### src/rtl/apb_master_bridge.sv
// apb_master_bridge
// Bridges a single-outstanding request/response bus onto an APB master port.
// One PSEL is driven; an external decoder fans it out by PADDR. A wait-state
// counter aborts transfers to hung or unmapped slaves after TIMEOUT_CYCLES.
module apb_master_bridge #(
    parameter int TIMEOUT_CYCLES = 255,
    parameter int TO_W           = 16
) (
    input  logic        clk,
    input  logic        rst,
    // request / response side
    input  logic        req_valid,
    output logic        req_ready,
    input  logic        req_write,
    input  logic [31:0] req_addr,
    input  logic [31:0] req_wdata,
    input  logic [3:0]  req_strb,
    output logic        rsp_valid,
    output logic [31:0] rsp_rdata,
    output logic        rsp_err,
    // APB master side
    output logic [31:0] PADDR,
    output logic        PWRITE,
    output logic [31:0] PWDATA,
    output logic [3:0]  PSTRB,
    output logic        PSEL,
    output logic        PENABLE,
    input  logic [31:0] PRDATA,
    input  logic        PREADY,
    input  logic        PSLVERR
);

    typedef enum logic [1:0] {
        IDLE   = 2'd0,
        SETUP  = 2'd1,
        ACCESS = 2'd2
    } state_t;

    // Counter value seen in the last permitted wait cycle.
    localparam bit              TIMEOUT_EN = (TIMEOUT_CYCLES != 0);
    localparam logic [TO_W-1:0] WAIT_LAST  =
        (TIMEOUT_CYCLES > 0) ? TO_W'(TIMEOUT_CYCLES - 1) : '0;

    state_t          state, state_d;
    logic [TO_W-1:0] wait_cnt, wait_cnt_d;

    logic [31:0] paddr_d, pwdata_d, rsp_rdata_d;
    logic [3:0]  pstrb_d;
    logic        pwrite_d, psel_d, penable_d, rsp_valid_d, rsp_err_d;
    logic        timeout_hit;

    // Requests are only taken in IDLE; gating with rst keeps every output low
    // while reset is held.
    assign req_ready   = (state == IDLE) && !rst;
    assign timeout_hit = TIMEOUT_EN && (wait_cnt == WAIT_LAST);

    // Next-state and next-output logic for the APB sequencer.
    always_comb begin
        // NOTE: every signal gets a default before the case so no path leaves
        // one unassigned, which would infer a latch.
        state_d     = state;
        wait_cnt_d  = wait_cnt;
        paddr_d     = PADDR;
        pwrite_d    = PWRITE;
        pwdata_d    = PWDATA;
        pstrb_d     = PSTRB;
        psel_d      = PSEL;
        penable_d   = PENABLE;
        rsp_valid_d = 1'b0;
        rsp_rdata_d = rsp_rdata;
        rsp_err_d   = rsp_err;

        unique case (state)
            IDLE: begin
                psel_d    = 1'b0;
                penable_d = 1'b0;
                if (req_valid) begin
                    paddr_d    = {req_addr[31:2], 2'b00};
                    pwrite_d   = req_write;
                    pwdata_d   = req_wdata;
                    pstrb_d    = req_write ? req_strb : 4'b0000;
                    psel_d     = 1'b1;
                    wait_cnt_d = '0;
                    state_d    = SETUP;
                end
            end

            SETUP: begin
                penable_d = 1'b1;
                state_d   = ACCESS;
            end

            ACCESS: begin
                if (PREADY) begin
                    // Completion takes priority over a coincident timeout.
                    psel_d      = 1'b0;
                    penable_d   = 1'b0;
                    rsp_valid_d = 1'b1;
                    rsp_err_d   = PSLVERR;
                    rsp_rdata_d = (!PWRITE && !PSLVERR) ? PRDATA : 32'h0;
                    state_d     = IDLE;
                end else if (timeout_hit) begin
                    psel_d      = 1'b0;
                    penable_d   = 1'b0;
                    rsp_valid_d = 1'b1;
                    rsp_err_d   = 1'b1;
                    rsp_rdata_d = 32'h0;
                    state_d     = IDLE;
                end else begin
                    wait_cnt_d = wait_cnt + 1'b1;
                end
            end

            default: begin
                psel_d    = 1'b0;
                penable_d = 1'b0;
                state_d   = IDLE;
            end
        endcase
    end

    // State and registered outputs; synchronous reset aborts any transfer.
    always_ff @(posedge clk) begin
        // NOTE: sequential state uses non-blocking assignments so every
        // register samples its inputs from before the clock edge.
        if (rst) begin
            state     <= IDLE;
            wait_cnt  <= '0;
            PADDR     <= 32'h0;
            PWRITE    <= 1'b0;
            PWDATA    <= 32'h0;
            PSTRB     <= 4'h0;
            PSEL      <= 1'b0;
            PENABLE   <= 1'b0;
            rsp_valid <= 1'b0;
            rsp_rdata <= 32'h0;
            rsp_err   <= 1'b0;
        end else begin
            state     <= state_d;
            wait_cnt  <= wait_cnt_d;
            PADDR     <= paddr_d;
            PWRITE    <= pwrite_d;
            PWDATA    <= pwdata_d;
            PSTRB     <= pstrb_d;
            PSEL      <= psel_d;
            PENABLE   <= penable_d;
            rsp_valid <= rsp_valid_d;
            rsp_rdata <= rsp_rdata_d;
            rsp_err   <= rsp_err_d;
        end
    end

endmodule

### config.mk
export PLATFORM = sky130hd
export DESIGN_NAME = apb_master_bridge
export DESIGN_NICKNAME = d
export VERILOG_FILES = /design/src/rtl/apb_master_bridge.sv
export SDC_FILE = /design/constraint.sdc
export NUM_CORES = 1
export LEC_CHECK = 0
export CAP_MARGIN = 20
export CORE_MARGIN = 1
export CORE_UTILIZATION = 40
export DETAILED_ROUTE_END_ITERATION = 8
export GPL_TIMING_DRIVEN = 0
export PLACE_DENSITY_LB_ADDON = 0.08
export SKIP_LAST_GASP = 1
export SYNTH_ARGS = -nofsm -noshare
export SYNTH_HDL_FRONTEND = slang
export SYNTH_SLANG_ARGS = --single-unit
### constraint.sdc
create_clock -name clk -period 3.2 [get_ports clk]
set_input_delay 0.48 -clock clk [delete_from_list [all_inputs] [get_ports clk]]
set_output_delay 0.48 -clock clk [all_outputs]
set_load 0.03 [all_outputs]
# ---- After elaboration in Yosys (flattened, before gate mapping)
# Index checks and enable logic that the tools add are counted.
dict set report totals {
  out_inout_bits 106
  in_bits 106
  wordCells 56
  regBits 121
}
dict set report op_classes {
  muxes 21
  bitwise 2
  addsub 1
  n_reduce_logical 14
  n_eq_ne 7
}
# cell n
set op_table {}
lappend op_table {{$mux W32} 3}
lappend op_table {{$mux W16} 3}
lappend op_table {{$pmux W16 S2} 1}
lappend op_table {{$add A16 B1 Y16 const B} 1}
lappend op_table {{$eq A16 B8 Y1 const B} 1}
lappend op_table {{$reduce_and A2 Y1} 4}
lappend op_table {{$mux W1} 7}
lappend op_table {{$mux W2} 3}
lappend op_table {{$ne A2 B2 Y1 const B} 3}
lappend op_table {{$pmux W2 S3} 1}
lappend op_table {{$mux W4} 1}
lappend op_table {{$reduce_and A4 Y1} 1}
lappend op_table {{$reduce_bool A2 Y1} 2}
lappend op_table {{$logic_not A1 Y1} 3}
lappend op_table {{$ne A3 B3 Y1 const B} 1}
lappend op_table {{$pmux W1 S3} 1}
lappend op_table {{$eq A2 B1 Y1 const B} 1}
lappend op_table {{$eq A2 B2 Y1 const B} 1}
lappend op_table {{$logic_and A1 B1 Y1} 2}
lappend op_table {{$logic_not A2 Y1} 1}
lappend op_table {{$not A1 Y1} 2}
lappend op_table {{$pmux W1 S2} 1}
lappend op_table {{$reduce_or A2 Y1} 1}

# ---- Longest topological paths before layout
dict set report logic_depth {
  ltp_word 4
  mapped_depth 7
}

# ---- Least setup slack after synthesis
# Ideal clock, no wire load.
dict set report synth_path {
  kind {input port to output port}
  from {input port rst}
  to {output port req_ready}
  stages 3
  path_buffers 2
  arrival_time_ns 1.518
  setup_slack_ns 1.202
  path_cell_list {clkbuf_1 -> buf_1 -> nor3_1}
}
dict set report synth_via {
  elab_chain_len 2
}
# element line_no
set synth_lines {}
lappend synth_lines {{start: declaration} 10} ;# input logic rst,
lappend synth_lines {{$logic_not A1 Y1} 54} ;# assign req_ready = (state == IDLE) && !rst;
lappend synth_lines {{$logic_and A1 B1 Y1} 54}
lappend synth_lines {{end: declaration} 13} ;# output logic req_ready,
# No other way between the ends.

# ---- Final worst setup path
# Same ends and word-level chain as after synthesis.

==> summary.txt <==
Global routing
  • Total gr overflow: 0
  • First-pass GRT wire length: 21,920 um
  • Pin count of the biggest net entering global routing: 17
  • Global Route Usage Sum: 24.30%
  • Vias in the first global route: 4,378
  • Antenna violations before repair: 0

Detailed routing
  • Antenna Violating Nets Remaining: 0
  • Vias per inst: 5.138
  • DR WL/cell: 15.99 um
  • Vias: 4,588
  • DRT Pass-1 Iters: 4
  • Final wirelength: 14,280 um
  • Drt drc: 0
  • Iter 0 DRT Violations: 156

Die
  • Die height: 109.3 um
  • Row count: 38
  • Width of the die: 109.3 um
  • I/O pin cnt: 212
  • Core ar.: 11,030 um^2
  • Die area: 11,950 um^2
  • Starting Density: 41.75%

Finish
  • Commonest non-fill, non-tap cell in the layout: clkdlybuf4s50_1
  • Ant diodes: 0
  • Final non-filler cell total: 893
  • Area grow syn2layout: 61.78%
  • FF/Latch Area: 2422 um^2
  • Most frequent cells in the layout: 206 x clkdlybuf4s50_1, 141 x nand2_1, 121 x dfxtp_1
  • Fraction of layout cells with a size suffix above 1: 7.703%
  • Final Net Count: 848
  • Area of the multi-input gates: 1942 um^2
  • FILL cells: 885
  • Final core occ: 67.55%

Clocking
  • Post_cts resized: 0
  • Post-CTS Hold Buffers: 0
  • Post-CTS Setup Repair Bufs: 0
  • CTS root buf: clkbuf_16
  • Clock slew at reported path FFs: 0.06 ns
  • Htree depth: 4
  • Clock sinks: 121
  • Num CTS Buffers: 17
  • TritonCTS clock tree: built
  • Clock insertion delay at the later pin of the skew report: 0.42 ns
  • CTS Buffer Depth: 2

Synth
  • Syn Inst Count: 514
  • Synthesized cell area: 4606 um^2
  • Post-synth EDFFs: 0
  • Post-synthesis sequential area ratio: 52.59%
  • Cell variety after synth: 52
  • Syn Area/Cell: 8.960 um^2
  • Ys async rst share: 0%
  • Flops & latches, synth: 121
  • Top FF cell, synth: dfxtp_1
  • YS warnings: 0

Run
  • Max-cap violations: 0

Timing
  • FMAX: 0.4047 GHz
  • Worst relative slew slack: 60.69%
  • Hold Violations, Final: 0
  • Worst-Margin Slew: 0.5870 ns
  • Fin Clk Skew: 0.005074 ns
  • Total Negative Setup Slacks: 0 ns
  • Setup violators final: 0
  • Part of the cycle the worst path needs: 77.22%
  • Final slew viol count: 0
  • Worst Hold Margin: 0.4469 ns
  • Minimum clock period: 2.471 ns
  • RSZ-0062 raised after global routing: false

Power and ir drop
  • PD cells: 554.5 nW/um^2
  • Design Power: 4.132 mW
  • Peak VDD IR: 0.3818 mV
  • Leakage: 2.739 nW

Place
  • Dpl cells: 861
  • DP Wirelength: 10,630 um
  • PortBufs: 206
  • GPL Wtd Cong: 0.8287

Worst setup path
  • Crit-path max FO: 10
  • Critical Path RT: 2.72 ns
  • CP Launch Type: primary input
  • Worst path cell trace: clkbuf_1, buf_1, nor3_1, clkdlybuf4s50_1
  • CP Class: in -> out
  • Crit path DAT: 1.99 ns
  • Worst setup EP type: output port
  • Critical Path Max Stage Delay: 0.63 ns
  • R2r worst-path depth: 7
  • CP max stage cell: clkdlybuf4s50_1

Status
  • Status: finished clean

Worst hold path
  • HP Class: reg -> reg
  • Hold Path Depth: 2
==> path summary, 6_finish.rpt <==
check,from,endpoint,slack (ns)
max,rst,req_ready,0.73
min,rsp_err,rsp_err,0.45
max reg2reg,wait_cnt[0],rsp_rdata[25],1.29
min reg2reg,rsp_err,rsp_err,0.45
==> worst max-delay path, delay by kind of cell <==
family,cells,cell delay [ns]
and+or+nand+nor,1,0.08
buffers and inverters,3,1.43
==> sequential cells by signal, summed over array words and instances (netlist names) <==
signal     count
state          2
PENABLE        1
PWDATA        32
rsp_valid      1
rsp_rdata     32
PSTRB          4
rsp_err        1
PWRITE         1
wait_cnt      16
PSEL           1
PADDR         30
==> cells in the mapped netlist, types with 2 or more instances <==
library cell	n	area [um^2]
buf_4	4	30.03
nand4_1	6	37.54
or3_1	6	37.54
o211ai_1	3	22.52
and4_1	5	43.79
buf_1	2	7.510
nor2_1	7	26.28
a32o_1	33	330.3
nor3_1	6	30.03
nand3_1	12	60.06
and3_1	3	18.77
clkbuf_1	23	86.33
buf_2	9	45.04
nor4_1	2	12.51
a31oi_1	2	12.51
o311ai_0	3	26.28
a21o_1	2	15.01
buf_6	5	56.30
nand2b_1	4	25.02
ha_1	2	25.02
o21ai_0	4	20.02
mux2i_1	4	40.04
dfxtp_1	121	2422
inv_1	4	15.01
a21oi_1	73	365.4
o41ai_1	3	26.28
nand2_1	141	529.3
==> cell families after synthesis <==
group           after synthesis  synth area share [%]
compound gates              131                 19.32
fa+ha+maj                     2                0.5432
buf+inv                      48                 5.324
flops                       121                 52.59
mux                           4                0.8694
other cells                   1               0.08142
simple gates                207                 21.27
==> layer usage <==
metal	global-route usage, %	share of wire (%)
met5	0	0
met4	9.524	1.8
met3	9.840	9.2
met2	40.57	49
met1	27.71	40
==> cell type report <==
class	instances	area share [%]
flip-flops and latches	121	32.51
repair buffers	206	27.67
multi-input cells	346	26.06
clock buffers	19	6.079
plain buffers	44	3.090
well taps	140	2.351
clock inverters	13	2.032
inverters	4	0.2015
==> through the flow <==
stage	instance area, um^2	setup WS, ns
3_3_place_gp	6847	0.7168
6_report	7451	0.7291
5_1_grt	7451	0.6598
4_1_cts	7451	0.7005
2_1_floorplan	4609	1.202
3_5_place_dp	6847	0.7090
==> report_power, final <==
| part | switching, mW | internal [mW] |
|---|---|---|
| Clock | 0.688 | 1.26 |
| Sequential | 0.0333 | 1.57 |
| Combinational | 0.314 | 0.271 |
| Total | 1.03 | 3.10 |
Note: power is estimated with default switching activity, not from simulation.
